**config.mk**
```make
export PLATFORM = sky130hd
export DESIGN_NAME = non_restore_divider_param
export DESIGN_NICKNAME = d
export VERILOG_FILES = /design/src/rtl/non_restore_divider_param.sv
export SDC_FILE = /design/constraint.sdc
export NUM_CORES = 1
export LEC_CHECK = 0
export ABC_AREA = 0
export CAP_MARGIN = 20
export CORE_MARGIN = 2
export CORE_UTILIZATION = 40
export CTS_BUF_LIST = sky130_fd_sc_hd__clkbuf_2 sky130_fd_sc_hd__clkbuf_4 sky130_fd_sc_hd__clkbuf_8
export DETAILED_ROUTE_END_ITERATION = 10
export PLACE_DENSITY = 0.71
export SYNTH_ARGS = -nofsm -noshare
export SYNTH_HDL_FRONTEND = slang
export SYNTH_SLANG_ARGS = --single-unit
```
**constraint.sdc**
```tcl
create_clock -name clk -period 6.3 [get_ports clk]
set_clock_uncertainty 0.05 [all_clocks]
set_input_delay 0.945 -clock clk [delete_from_list [all_inputs] [get_ports clk]]
set_output_delay 0.945 -clock clk [all_outputs]
set_load 0.005 [all_outputs]
```
**src/rtl/non_restore_divider_param.sv**
```systemverilog
// non_restore_divider_param: sequential non-restoring divider, one quotient bit per clock
//   DW           operand / result width (DW >= 2)
//   clk, n_rst   rising-edge clock, asynchronous active-low reset
//   start        request, sampled only while idle
//   dividend     dividend operand, latched on accept
//   divisor      divisor operand, latched on accept
//   signed_mode  two's-complement operands (honoured only when DIV_SIGNED_EN is defined)
//   busy         high from the cycle after accept until done rises
//   done         one-cycle result-valid strobe
//   quotient     result quotient, held until the next done
//   remainder    result remainder, held until the next done
//   div_by_zero  latched divisor was zero; cleared on the next accept
// Defining DIV_SIGNED_EN adds magnitude conversion on accept and sign fix-up in FIX.
module non_restore_divider_param #(
    parameter int DW = 8
) (
    input  logic          clk,
    input  logic          n_rst,
    input  logic          start,
    input  logic [DW-1:0] dividend,
    input  logic [DW-1:0] divisor,
    input  logic          signed_mode,
    output logic          busy,
    output logic          done,
    output logic [DW-1:0] quotient,
    output logic [DW-1:0] remainder,
    output logic          div_by_zero
);
    localparam int CW = $clog2(DW);
    typedef enum logic [1:0] {S_IDLE, S_CALC, S_FIX, S_DONE} state_t;
    state_t        state, state_nx;
    logic [DW:0]   acc, acc_sh, acc_step;
    logic [DW-1:0] q, m, acc_fix, dvd_mag, dsr_mag, rem_mag, quo_res, rem_res;
    logic [CW-1:0] cnt;
    logic          dz, accept;
    assign accept = state == S_IDLE && start;
    always_ff @(posedge clk or negedge n_rst)
        if (!n_rst) state <= S_IDLE;
        else state <= state_nx;
    always_comb begin
        state_nx = state;
        case (state)
            S_IDLE:  state_nx = start ? ((divisor == '0) ? S_FIX : S_CALC) : S_IDLE;
            S_CALC:  state_nx = (cnt == CW'(DW - 1)) ? S_FIX : S_CALC;
            S_FIX:   state_nx = S_DONE;
            default: state_nx = S_IDLE;
        endcase
    end
    // {A,Q} shifts left; the sign of A before the shift picks subtract or add
    assign acc_sh   = {acc[DW-1:0], q[DW-1]};
    assign acc_step = acc[DW] ? acc_sh + {1'b0, m} : acc_sh - {1'b0, m};
    assign acc_fix  = acc[DW] ? acc[DW-1:0] + m : acc[DW-1:0];
    // on divide-by-zero Q still holds the dividend magnitude, which becomes the remainder
    assign rem_mag  = dz ? q : acc_fix;
`ifdef DIV_SIGNED_EN
    logic neg_n, neg_d;
    assign dvd_mag = (signed_mode && dividend[DW-1]) ? -dividend : dividend;
    assign dsr_mag = (signed_mode && divisor[DW-1]) ? -divisor : divisor;
    // quotient truncates toward zero; remainder follows the dividend's sign
    assign quo_res = dz ? '1 : ((neg_n ^ neg_d) ? -q : q);
    assign rem_res = neg_n ? -rem_mag : rem_mag;
    always_ff @(posedge clk or negedge n_rst)
        if (!n_rst) begin
            neg_n <= 1'b0;
            neg_d <= 1'b0;
        end else if (accept) begin
            neg_n <= signed_mode && dividend[DW-1];
            neg_d <= signed_mode && divisor[DW-1];
        end
`else
    logic unused_signed_mode;
    assign unused_signed_mode = signed_mode;
    assign dvd_mag = dividend;
    assign dsr_mag = divisor;
    assign quo_res = dz ? '1 : q;
    assign rem_res = rem_mag;
`endif
    always_ff @(posedge clk or negedge n_rst)
        if (!n_rst) begin
            acc         <= '0;
            q           <= '0;
            m           <= '0;
            cnt         <= '0;
            dz          <= 1'b0;
            busy        <= 1'b0;
            done        <= 1'b0;
            quotient    <= '0;
            remainder   <= '0;
            div_by_zero <= 1'b0;
        end else begin
            done <= state == S_DONE;
            if (accept) begin
                acc         <= '0;
                q           <= dvd_mag;
                m           <= dsr_mag;
                cnt         <= '0;
                dz          <= divisor == '0;
                busy        <= 1'b1;
                div_by_zero <= 1'b0;
            end
            if (state == S_CALC) begin
                acc <= acc_step;
                q   <= {q[DW-2:0], ~acc_step[DW]};
                cnt <= cnt + 1'b1;
            end
            if (state == S_FIX) begin
                acc <= {1'b0, rem_res};
                q   <= quo_res;
            end
            if (state == S_DONE) begin
                busy        <= 1'b0;
                quotient    <= q;
                remainder   <= acc[DW-1:0];
                div_by_zero <= dz;
            end
        end
endmodule
```
# Word-level counts from Yosys, hierarchy flattened
# Cells that the tools add are included.
# W data, S select, Z words.
dict set report word_totals {
  regBits 50
  in_bits 20
  output_inout_bits 19
  word_cells 51
}
dict set report op_classes {
  add_sub_neg 4
  n_eq_ne 6
  n_mux 20
  bitwise_logic 1
  n_reduce_logical 8
}
# operator count
set ops {}
lappend ops {{$mux W8} 6}
lappend ops {{$mux W9} 4}
lappend ops {{$add A9 B8 Y9} 1}
lappend ops {{$sub A9 B8 Y9} 1}
lappend ops {{$add A8 B8 Y8} 1}
lappend ops {{$logic_not A8 Y1} 1}
lappend ops {{$mux W2} 3}
lappend ops {{$mux W3} 2}
lappend ops {{$pmux W2 S3} 1}
lappend ops {{$eq A2 B2 Y1 const B} 2}
lappend ops {{$mux W1} 4}
lappend ops {{$reduce_and A2 Y1} 2}
lappend ops {{$reduce_bool A2 Y1} 2}
lappend ops {{$add A3 B1 Y3 const B} 1}
lappend ops {{$eq A3 B3 Y1 const B} 1}
lappend ops {{$ne A3 B3 Y1 const B} 1}
lappend ops {{$reduce_bool A3 Y1} 1}
lappend ops {{$eq A2 B1 Y1 const B} 1}
lappend ops {{$logic_not A2 Y1} 1}
lappend ops {{$ne A2 B2 Y1 const B} 1}
lappend ops {{$logic_and A1 B1 Y1} 1}
lappend ops {{$not A1 Y1} 1}

# Depth between registers and ports, before layout
# Gate-level depths: netlist (run 1).
dict set report depth {
  word_depth 5
  mapped_depth 10
  ltp_nobuf 10
}

# Least setup slack after synthesis (run 1)
# No wires, ideal clock.
dict set report synth_path {
  path_type {reg2reg}
  start {reg m[1]}
  end {reg acc[8]}
  setup_ns 0.119
  t_arrival_ns 2.249
  required_time_ns 6.131
  slack_ns 3.883
  stages_incl_launch_ff 10
  n_path_buf 0
  synth_period_minus_slack_ns 2.417
  path_cell_list {dfrtp_1 > inv_1 > ha_1 > mux2_2 > fa_1 > a211oi_1 > nor2_1 > o22ai_1 > xnor2_1 > a21bo_1}
}
dict set report synth_via {
  elab_chain_cells 4
  word_cells_on_any_way 5
  cone_classes {add/sub (2); mux (3)}
}
# element line
set synth_rtl {}
lappend synth_rtl {{from (decl)} 33} ;# logic [DW-1:0] q, m, acc_fix, dvd_mag, dsr_mag, rem_mag, quo_res, rem_res;
lappend synth_rtl {{from (signal assigned)} 95} ;# m <= dsr_mag;
lappend synth_rtl {{$sub A9 B8 Y9 or $add A9 B8 Y9 (tied branches)} 51} ;# assign acc_step = acc[DW] ? acc_sh + {1'b0, m} : acc_sh - {1'b0, m};
lappend synth_rtl {{$mux W9 (*)} 51}
lappend synth_rtl {{$mux W9 (*)} 101} ;# if (state == S_CALC) begin
lappend synth_rtl {{$mux W9 (*)} 106} ;# if (state == S_FIX) begin
lappend synth_rtl {{to (signal assigned)} 102} ;# acc <= acc_step;
lappend synth_rtl {{to (signal assigned)} 107} ;# acc <= {1'b0, rem_res};
lappend synth_rtl {{to (decl)} 32} ;# logic [DW:0] acc, acc_sh, acc_step;
# Every way passes the cells marked *; elsewhere a longest branch is shown, timed or not.
# A chain may end at the register's enable or synchronous reset.

# Worst setup path after layout (run 1)
dict set report layout_path {
  start {reg m[0]}
  end {reg q[0]}
}
dict set report layout_via {
  elab_chain_cells 5
  word_cells_on_any_way 6
  cone_classes {add/sub (2); mux (3); bitwise (1)}
}
# element line
set layout_rtl {}
lappend layout_rtl {{$sub A9 B8 Y9 or $add A9 B8 Y9 (tied branches)} 51}
lappend layout_rtl {{$mux W9 (*)} 51}
lappend layout_rtl {{$not A1 Y1 (*)} 103} ;# q <= {q[DW-2:0], ~acc_step[DW]};
lappend layout_rtl {{$mux W8 (*)} 101}
lappend layout_rtl {{$mux W8 (*)} 106}
lappend layout_rtl {{to (signal assigned)} 94} ;# q <= dvd_mag;
lappend layout_rtl {{to (signal assigned)} 103}
lappend layout_rtl {{to (signal assigned)} 108} ;# q <= quo_res;
lappend layout_rtl {{to (decl)} 33}
# Marks and branches as above.

==> metrics, run 1 <==
Crit Path Max Fanout=5; # DRC=0; vias in the first global route=2,421; Initial Util=slightly above 40%; Max stage delay on crit path=460 ps; WP data arrival=2900 ps; RSZ-0062 raised after global routing=no; Synth area leaders=dfrtp_1 (40%), ha_1 (7.3%), mux2_1 (5.5%); clk sinks=50; Pleak=1.49 nW; Die Span Y=92.0 um; Final Setup Violations=0; CTS H-tree depth=2; top cell type's share of synthesized area=between 40% and 50%; Synth area leader=dfrtp_1; I/O Pins=39; Power, Total=2.32 mW; final WL=6.97 mm; Syn. warnings=0; post-placement cell area=approximately 3500 um^2; drt wl/cell=15.5 um; Syn Inst Count=between 300 and 400; CP endpoint kind=register; Die X=between 90 and 100 um; TritonCTS clock tree=done; Congestion Overflow GR=0; Final HPWL DP=5.21 mm; slowest CP cell=dfrtp_1; Pwr Density=641 nW/um^2; final instance area=~3600 um^2; fillcell total=740; Worst-Margin Slew=819 ps; antenna-violating nets left=0; clk buf depth=2; Syn Nets=353; CTS root buf=clkbuf_8; Cell Chain, Critical Path=inv_1, ha_1, mux2_2, fa_1, a211oi_1, nor2_1, o22ai_1, xnor2_1, a21oi_1; post-CTS setup buffer count=0; Post-CTS Hold Fix Bufs=0; DRT Pass-1 Iters=4; Seq cells post-synth=50; crit path launch type=register; first-pass GRT wire length=11.8 mm; Global Route met1 Usage=between 20% and 30%; max cap viols=0; Syn Area/Cell=roughly 9.9 um^2; FMAX=0.357 GHz; largest net degree at the start of global routing=51; Ant. Diodes=0; number of synthesized flops with an enable pin=0; layout cells sized above 1=8.36%; FFs w/ async S/R, synth=100%; Resize count post-CTS=0; fin crit period=between 2000 and 3000 ps; setup TNS=0 ps; met2 GRT Util=27.6%; Final Hold Fails=0; cts bufs inserted=5; Tcrit/Tclk final=44.5%; Worst EP required=6400 ps; layer with the highest usage=met2; Clock transition at path regs=100 ps; HP Class=register to register; Row Count=32; Via density=5.48; total die area=8450 um^2; via count=2,460; Final Max Tran Viols=0; Global Route Usage Sum=between 10% and 20%; Rel. slew slack=45.3%; most common cell after layout, fill and taps aside=dfrtp_1; Most used DFF post-synth=dfrtp_1; gpl congestion=about 0.96; Setup CP Type=register to register; I/O Buffers=37; Initial DRC Count=178; clock latency on the worst-skew pair=300 ps; Syn Std Cell Area=slightly above 3000 um^2; total core area=7610 um^2; post-synthesis cell type count=slightly below 50; Max IR drop VDD=0.269 mV; most frequent cells in the layout=dfrtp_1 (50), clkdlybuf4s50_1 (36), nor2_1 (31); Nets=386; area delta synth->final=17.1%; M3 GR Usage=2.47%; status=completed; sequential-to-total area share from yosys stat=around two fifths; initial antenna violation count=0
layer usage:
metal	vias to the layer above	share of wire, %
met5	-	0
met4	0	1.8
met3	8	2.7
met2	45	47
met1	1204	49
li1	1203	-
logic make-up (layout without fill, tap and decap cells):
group | after synthesis | count (layout) | share of synthesized area [%]
compound gates | 86 | 86 | 17.9
flops | 50 | 50 | 40.4
fa+ha+maj | 20 | 20 | 8.57
buf+inv | 27 | 61 | 3.76
mux | 37 | 37 | 13.1
simple gates | 80 | 80 | 12.6
xor+xnor | 13 | 13 | 3.68
critical path: cells and delay by family, from the launching register on:
family / cells / cell delay (ps)
fa+ha+maj: 2 / 750
buf+inv: 1 / 90
mux: 1 / 300
xor+xnor: 1 / 210
simple gates: 1 / 150
flops: 1 / 460
compound gates: 3 / 650
through the flow:
step	worst slack (ps)	std cells	hold WS [ps]	utilization [%]
4_1_cts	3520	449	455	47.6
6_report	3500	449	451	47.6
3_3_place_gp	3580	441	416	46.5
3_5_place_dp	3560	441	424	46.5
2_1_floorplan	3880	313	417	-
5_1_grt	3310	449	465	47.6
registers in the layout (all words and copies together) (netlist names):
register and count:
state 2, quotient 8, busy 1, acc 9
q 8, dz 1, div_by_zero 1, m 8
done 1, remainder 8, cnt 3
path summary, 6_finish.rpt:
| check | slack (ps) | start | end | depth (start not counted) |
|---|---|---|---|---|
| setup / recovery | 3500 | m[0] | q[0] | 9 |
| hold / removal | 450 | remainder[1] | remainder[1] | 2 |
| setup reg to reg | 3500 | m[0] | q[0] | 9 |
| hold reg to reg | 450 | remainder[1] | remainder[1] | 2 |
| max in group asynchronous | 5090 | n_rst | m[0] | 2 |
| min in group asynchronous | 680 | n_rst | quotient[7] | 2 |
cells in the mapped netlist (2+ instances only):
cell type	count
a211oi_1	5
a21o_1	3
a21oi_1	23
a221oi_1	3
a22o_1	2
a31oi_1	3
a41oi_1	2
buf_2	6
clkbuf_1	5
dfrtp_1	50
fa_1	2
ha_1	18
inv_1	14
mux2_1	15
mux2_2	12
mux2i_1	10
nand2_1	19
nand2b_1	3
nand3_1	2
nor2_1	31
nor2b_1	5
nor3_1	6
nor3b_1	2
nor4_1	5
o21a_1	3
o21ai_0	17
o21ai_1	8
o22ai_1	4
o31ai_1	4
xnor2_1	7
xor2_1	6
cell type report:
class / instances / area, um^2 / area share [%]
well taps: 102 / 128 / 3.52
inverters: 15 / 56.3 / 1.55
clock buffers: 5 / 68.8 / 1.90
repair buffers: 38 / 373 / 10.3
multi-input cells: 236 / 1730 / 47.6
clock inverters: 3 / 21.3 / 0.587
flip-flops and latches: 50 / 1250 / 34.5
power by group:
part / switching, mW / internal, mW
Sequential: 0.175 / 0.482
Combinational: 0.758 / 0.716
Clock: 0.114 / 0.0784
(Power assumes the default switching activity.)
==> run 2, diff against run 1 <==
--- a/config.mk
+++ b/config.mk
@@ -11,7 +11,7 @@
 export CORE_UTILIZATION = 40
 export CTS_BUF_LIST = sky130_fd_sc_hd__clkbuf_2 sky130_fd_sc_hd__clkbuf_4 sky130_fd_sc_hd__clkbuf_8
 export DETAILED_ROUTE_END_ITERATION = 10
-export PLACE_DENSITY = 0.71
+export PLACE_DENSITY = 0.73
 export SYNTH_ARGS = -nofsm -noshare
 export SYNTH_HDL_FRONTEND = slang
 export SYNTH_SLANG_ARGS = --single-unit
==> constraint.sdc (replaced) <==
create_clock -name clk -period 2.3 [get_ports clk]
set_clock_uncertainty 0.05 [all_clocks]
set_input_delay 0.345 -clock clk [delete_from_list [all_inputs] [get_ports clk]]
set_output_delay 0.345 -clock clk [all_outputs]
set_load 0.005 [all_outputs]
==> run 2 against run 1 <==
  * Critical path depth grew 1
  * Wire length grew 20%
  * Global-route usage grew 3.5 points
  * The flow now finishes with violations (negative setup slack)
  * Worst setup slack lost 3700 ps
  * Cell count grew 13%
  * Clock-buffer cell count grew 1
  * Utilization grew 9.8 points
  * Non-clock buffer count grew 60
  * Register-to-register slack lost 3700 ps
  * Critical path type unchanged
==> metrics, run 2 (same netlist as run 1, synthesis figures left out) <==
Setup CP Type=register to register; I/O Pins=39 (unchanged); Global Route Usage Sum=20.8% (+3.5 points); Finished Core Util=57.4% (+9.8 points); setup TNS=-589 ps (-589 ps); CTS root buf=clkbuf_8; Top reg by flops=acc; WP data arrival=2640 ps (-260 ps); Initial Util=40.7% (unchanged); Congestion Overflow GR=0 (unchanged); register area=1250 um^2 (unchanged); final setup margin=-199 ps (-3700 ps); Final HPWL DP=5.83 mm (+12%); fillcell total=625 (-16%); FF-to-FF setup slack=-200 ps (-3700 ps); Max stage delay on crit path=410 ps (-50 ps); total die area=8450 um^2 (unchanged); failing checks=negative setup slack; r2r endpoint=acc[7]; FF-to-FF path depth=10 (+1); fin crit period=2500 ps (-303 ps); TritonCTS clock tree=done; Hold Path Stages=1 (-1); status=finished, violations left; cts bufs inserted=5 (unchanged); Die X=92.0 um (unchanged); most frequent cells in the layout=dfrtp_1 (50), buf_4 (48), clkdlybuf4s50_1 (36); clk buf depth=2 (unchanged); # DRC=0 (unchanged); CTS H-tree depth=2 (unchanged); Crit. Startpoint=m[4]; Top cell by count, worst path=buf_4; min-delay src=busy; via count=2,730 (+11%); Die Span Y=92.0 um (unchanged); RSZ-0062 raised after global routing=yes; max cap viols=0 (unchanged); Row Count=32 (unchanged); initial antenna violation count=0 (unchanged); Endpoint, Worst Hold=busy; largest net degree at the start of global routing=28 (-45%); clk sinks=50 (unchanged); Largest register FFs=9 (unchanged); final WL=8.39 mm (+20%); multi-input combinational cell area=1940 um^2 (+12%); drt wl/cell=16.5 um (+6.1%); slowest CP cell=dfrtp_1; DRT Pass-1 Iters=4 (unchanged); antenna-violating nets left=0 (unchanged); Rel. slew slack=62.2% (+17 points); Ant. Diodes=0 (unchanged); HP Class=register to register; FMAX=0.400 GHz (+12%); crit path launch type=register; Cell Chain, Critical Path=buf_4, nor4b_4, buf_4, a21oi_1, xnor2_1, ha_1, mux2i_1, o221ai_1, a41oi_1, o211ai_1; RR Startpoint=m[4]; Clock transition at path regs=90 ps (about the same); Final Max Tran Viols=0 (unchanged); area delta synth->final=41.2%; Crit Path Max Fanout=3 (-2); WHS=451 ps (-0.908 ps); vias in the first global route=2,746 (+13%); gpl congestion=0.890 (-7.7%); Final Hold Fails=0 (unchanged); first-pass GRT wire length=13.8 mm (+17%); most common cell after layout, fill and taps aside=dfrtp_1; I/O Buffers=37 (unchanged); CP endpoint kind=register; layout cells sized above 1=29.5% (+21 points); clock latency on the worst-skew pair=310 ps (about the same); total core area=7610 um^2 (unchanged); Via density=5.36 (-2.1%); Worst-Margin Slew=566 ps (-253 ps); Final Setup Violations=6 (+6); Nets=446 (+16%); Worst EP required=2440 ps (-3960 ps); Initial DRC Count=254 (+43%); Tcrit/Tclk final=109% (+64 points)
## run 2: cell types whose count changed in the layout (fill, tap and decap cells not counted), sizes merged
cell         before  now
bufinv            0    1
clkinv            2    0
buf               2   61
clkbuf            5    6
dlygate4sd3       0    1
## run 2: worst max-delay path by stage
stage	depth (start not counted)	slack (ps)	endpoint
2_1_floorplan	9	6	acc[8]
3_3_place_gp	11	-190	acc[7]
3_5_place_dp	9	-140	acc[7]
4_1_cts	11	-150	acc[6]
5_1_grt	10	-280	acc[7]
6_report	10	-200	acc[7]
## run 2: layout make-up
class / count / share of cell area [%]
clock buffers: 6 / 1.75
clock inverters: 2 / 0.859
inverters: 15 / 1.29
multi-input cells: 236 / 44.4
flip-flops and latches: 50 / 28.6
well taps: 102 / 2.92
repair buffers: 98 / 20.1
## run 2: through the flow
step | worst slack [ps] | area [um^2] | cells
floorplan | 6.13 | 3110 | 313
global placement | -194 | 3840 | 478
detailed placement | -142 | 3840 | 478
CTS | -147 | 4220 | 506
global route | -282 | 4370 | 509
finish | -199 | 4370 | 509
## run 2: what timing repair did
action	CTS	global route
endpoints found under the hold margin	23	0
pin swaps	17	19
buffers inserted	19	5
hold buffers	1	0
setup endpoints to repair	6	9
gates resized for setup	27	29
## run 2: layer usage
metal	up-vias	share of wire, %	track usage, %	routed length [um]
li1	1320	-	-	-
met2	73	49	33.2	4100
met3	15	4.1	3.12	341
met4	0	1.9	7.34	157
met5	-	0	0	0
met1	1322	45	28.8	3790
## run 2: worst max-delay path, delay by kind of cell, from the launching register on
family                   cells  cell delay (ps)
flip-flops                   1              410
AND/OR/NAND/NOR              1              270
multiplexers                 1              230
adder cells (fa/ha/maj)      1              390
AO/OA/AOI/OAI                4              590
XOR/XNOR                     1              130
buffers and inverters        2              310
Power of run 2 is not shown: default switching activity piles up to over one toggle a cycle in this logic, so the estimate is an artifact.
==> run 3, diff against run 2 <==
--- a/config.mk
+++ b/config.mk
@@ -7,6 +7,7 @@
 export LEC_CHECK = 0
 export ABC_AREA = 0
 export CAP_MARGIN = 20
+export CORE_ASPECT_RATIO = 1.4
 export CORE_MARGIN = 2
 export CORE_UTILIZATION = 40
 export CTS_BUF_LIST = sky130_fd_sc_hd__clkbuf_2 sky130_fd_sc_hd__clkbuf_4 sky130_fd_sc_hd__clkbuf_8
==> run 3 against run 2 <==
  * The flow still finishes with violations (negative setup slack)
  * Die area increased by 0.12%
  * Global-route usage decreased by 0.91 points
  * Utilization increased by 0.32 points
  * Wire length decreased by 0.60%
  * Critical path depth increased by 1
  * First-iteration DRC count decreased by 56%
  * Clock-buffer cell count decreased by 1
  * Largest cell class unchanged
==> metrics, run 3 (same netlist as run 1, synthesis figures left out) <==
first-pass GRT wire length=13.1 mm (-5.4%); initial antenna violation count=0 (unchanged); FF-to-FF setup slack=-160 ps (+40 ps); Nets=435 (-2.5%); clk sinks=50 (unchanged); largest net degree at the start of global routing=30 (+7.1%); Via density=5.45 (+1.6%); Finished Core Util=57.7% (+0.32 points); Top reg by flops=acc; CP endpoint kind=register; Row Count=37 (+16%); Initial DRC Count=113 (-56%); Clock transition at path regs=100 ps (about the same); Worst EP required=2440 ps (about the same); crit path to=acc[7]; pre-CTS setup slack=-175 ps (-33.0 ps); total die area=8460 um^2 (+0.12%); WP data arrival=2600 ps (-40 ps); CTS root buf=clkbuf_8; Initial Util=41.8% (+1.1 points); fillcell total=656 (+5.0%); most frequent cells in the layout=dfrtp_1 (50), buf_4 (40), clkdlybuf4s50_1 (36); slowest CP cell=dfrtp_1; r2r endpoint=acc[7]; Crit Path Max Fanout=3 (unchanged); TritonCTS clock tree=done; crit path launch type=register; WHS=443 ps (-7.62 ps); Ant. Diodes=0 (unchanged); Global Route Usage Sum=19.9% (-0.91 points); failing checks=negative setup slack; antenna-violating nets left=0 (unchanged); Crit. Startpoint=m[0]; vias in the first global route=2,643 (-3.8%); final WL=8.34 mm (-0.60%); clk buf depth=2 (unchanged); Tcrit/Tclk final=107% (-1.7 points); # DRC=0 (unchanged); CTS H-tree depth=2 (unchanged); via count=2,686 (-1.6%); Rel. slew slack=61.4% (-0.84 points); most common cell after layout, fill and taps aside=dfrtp_1; DRT Pass-1 Iters=4 (unchanged); RR Startpoint=m[0]; area delta synth->final=38.2%; fin crit period=2460 ps (-39.6 ps); I/O Pins=39 (unchanged); HP Class=register to register; gpl congestion=0.909 (+2.1%); Final HPWL DP=6.09 mm (+4.3%); FF-to-FF path depth=11 (+1); Die X=78.3 um (-15%); cts bufs inserted=5 (unchanged); Final Max Tran Viols=0 (unchanged); Die Span Y=108 um (+18%); setup TNS=-697 ps (-107 ps); layout cells sized above 1=26.5% (-3.0 points); total core area=7410 um^2 (-2.6%); Cell Chain, Critical Path=inv_2, ha_4, nor2_2, xor2_1, ha_1, buf_4, o21ai_2, nor2_4, o31ai_4, a2111o_1, o211ai_1; Worst-Margin Slew=579 ps (+12.6 ps); status=finished, violations left; FMAX=0.407 GHz (+1.6%); RSZ-0062 raised after global routing=yes; Setup CP Type=register to register; max cap viols=0 (unchanged); Largest register FFs=9 (unchanged); final setup margin=-160 ps (+39.6 ps); Congestion Overflow GR=0 (unchanged); clock latency on the worst-skew pair=310 ps (about the same); Max stage delay on crit path=390 ps (-20 ps); Final Hold Fails=0 (unchanged); Final Setup Violations=8 (+2); drt wl/cell=16.9 um (+2.6%); I/O Buffers=37 (unchanged)
run 3: changes by cell type in the layout (fill, tap and decap cells not counted), sizes merged:
cell / change
buf: -11
bufinv: +1
clkbuf: -1
clkinv: +1
clkinvlp: -1
run 3: worst min-delay path by stage:
stage                      startpoint           end  slack (ps)  cells past startpoint
after floorplan                 n_rst        acc[0]        -0.6                      0
after global placement          n_rst  remainder[6]         310                      1
after detailed placement        n_rst        acc[6]         320                      1
after CTS                        busy          busy         440                      1
after global routing      quotient[0]   quotient[0]         470                      1
final                            busy          busy         440                      1
run 3: through the flow:
stage / instance area [um^2] / cells
finish: 4280 / 493
global route: 4280 / 493
CTS: 4130 / 490
detailed placement: 3860 / 477
floorplan: 3110 / 313
global placement: 3860 / 477
run 3: cell type report:
| type | count | area [um^2] | share of cell area [%] |
|---|---|---|---|
| Clock inverter | 3 | 68.8 | 1.61 |
| Inverter | 15 | 56.3 | 1.32 |
| Timing Repair Buffer | 87 | 786 | 18.4 |
| Sequential cell | 50 | 1250 | 29.3 |
| Clock buffer | 5 | 68.8 | 1.61 |
| Tap cell | 97 | 121 | 2.84 |
| Multi-Input combinational cell | 236 | 1920 | 45.0 |
run 3: metal layers:
layer / vias to the layer above / GRT usage (%) / wire, um
met5: - / 0 / 0
met4: 0 / 8.02 / 340
met3: 25 / 2.17 / 164
met2: 56 / 35.8 / 4380
met1: 1306 / 24.1 / 3450
li1: 1299 / - / -
run 3: repair_timing:
action / 4_1_cts / 5_1_grt
setup endpoints to repair: 7 / 8
gates resized for setup: 20 / 25
hold endpoints to repair: 21 / 0
hold buffers: 1 / 0
pin swaps: 8 / 32
setup buffers: 4 / 4
run 3: worst max-delay path, delay by kind of cell, from the launching register on:
kind                       cells  cell delay, ps
AOI/OAI and AO/OA              4             750
xor gates and xnor gates       1             230
adders and majority gates      2             490
buffers and inverters          2             250
DFF                            1             390
and+or+nand+nor                2             180
Power of run 3 is left out for the same reason.
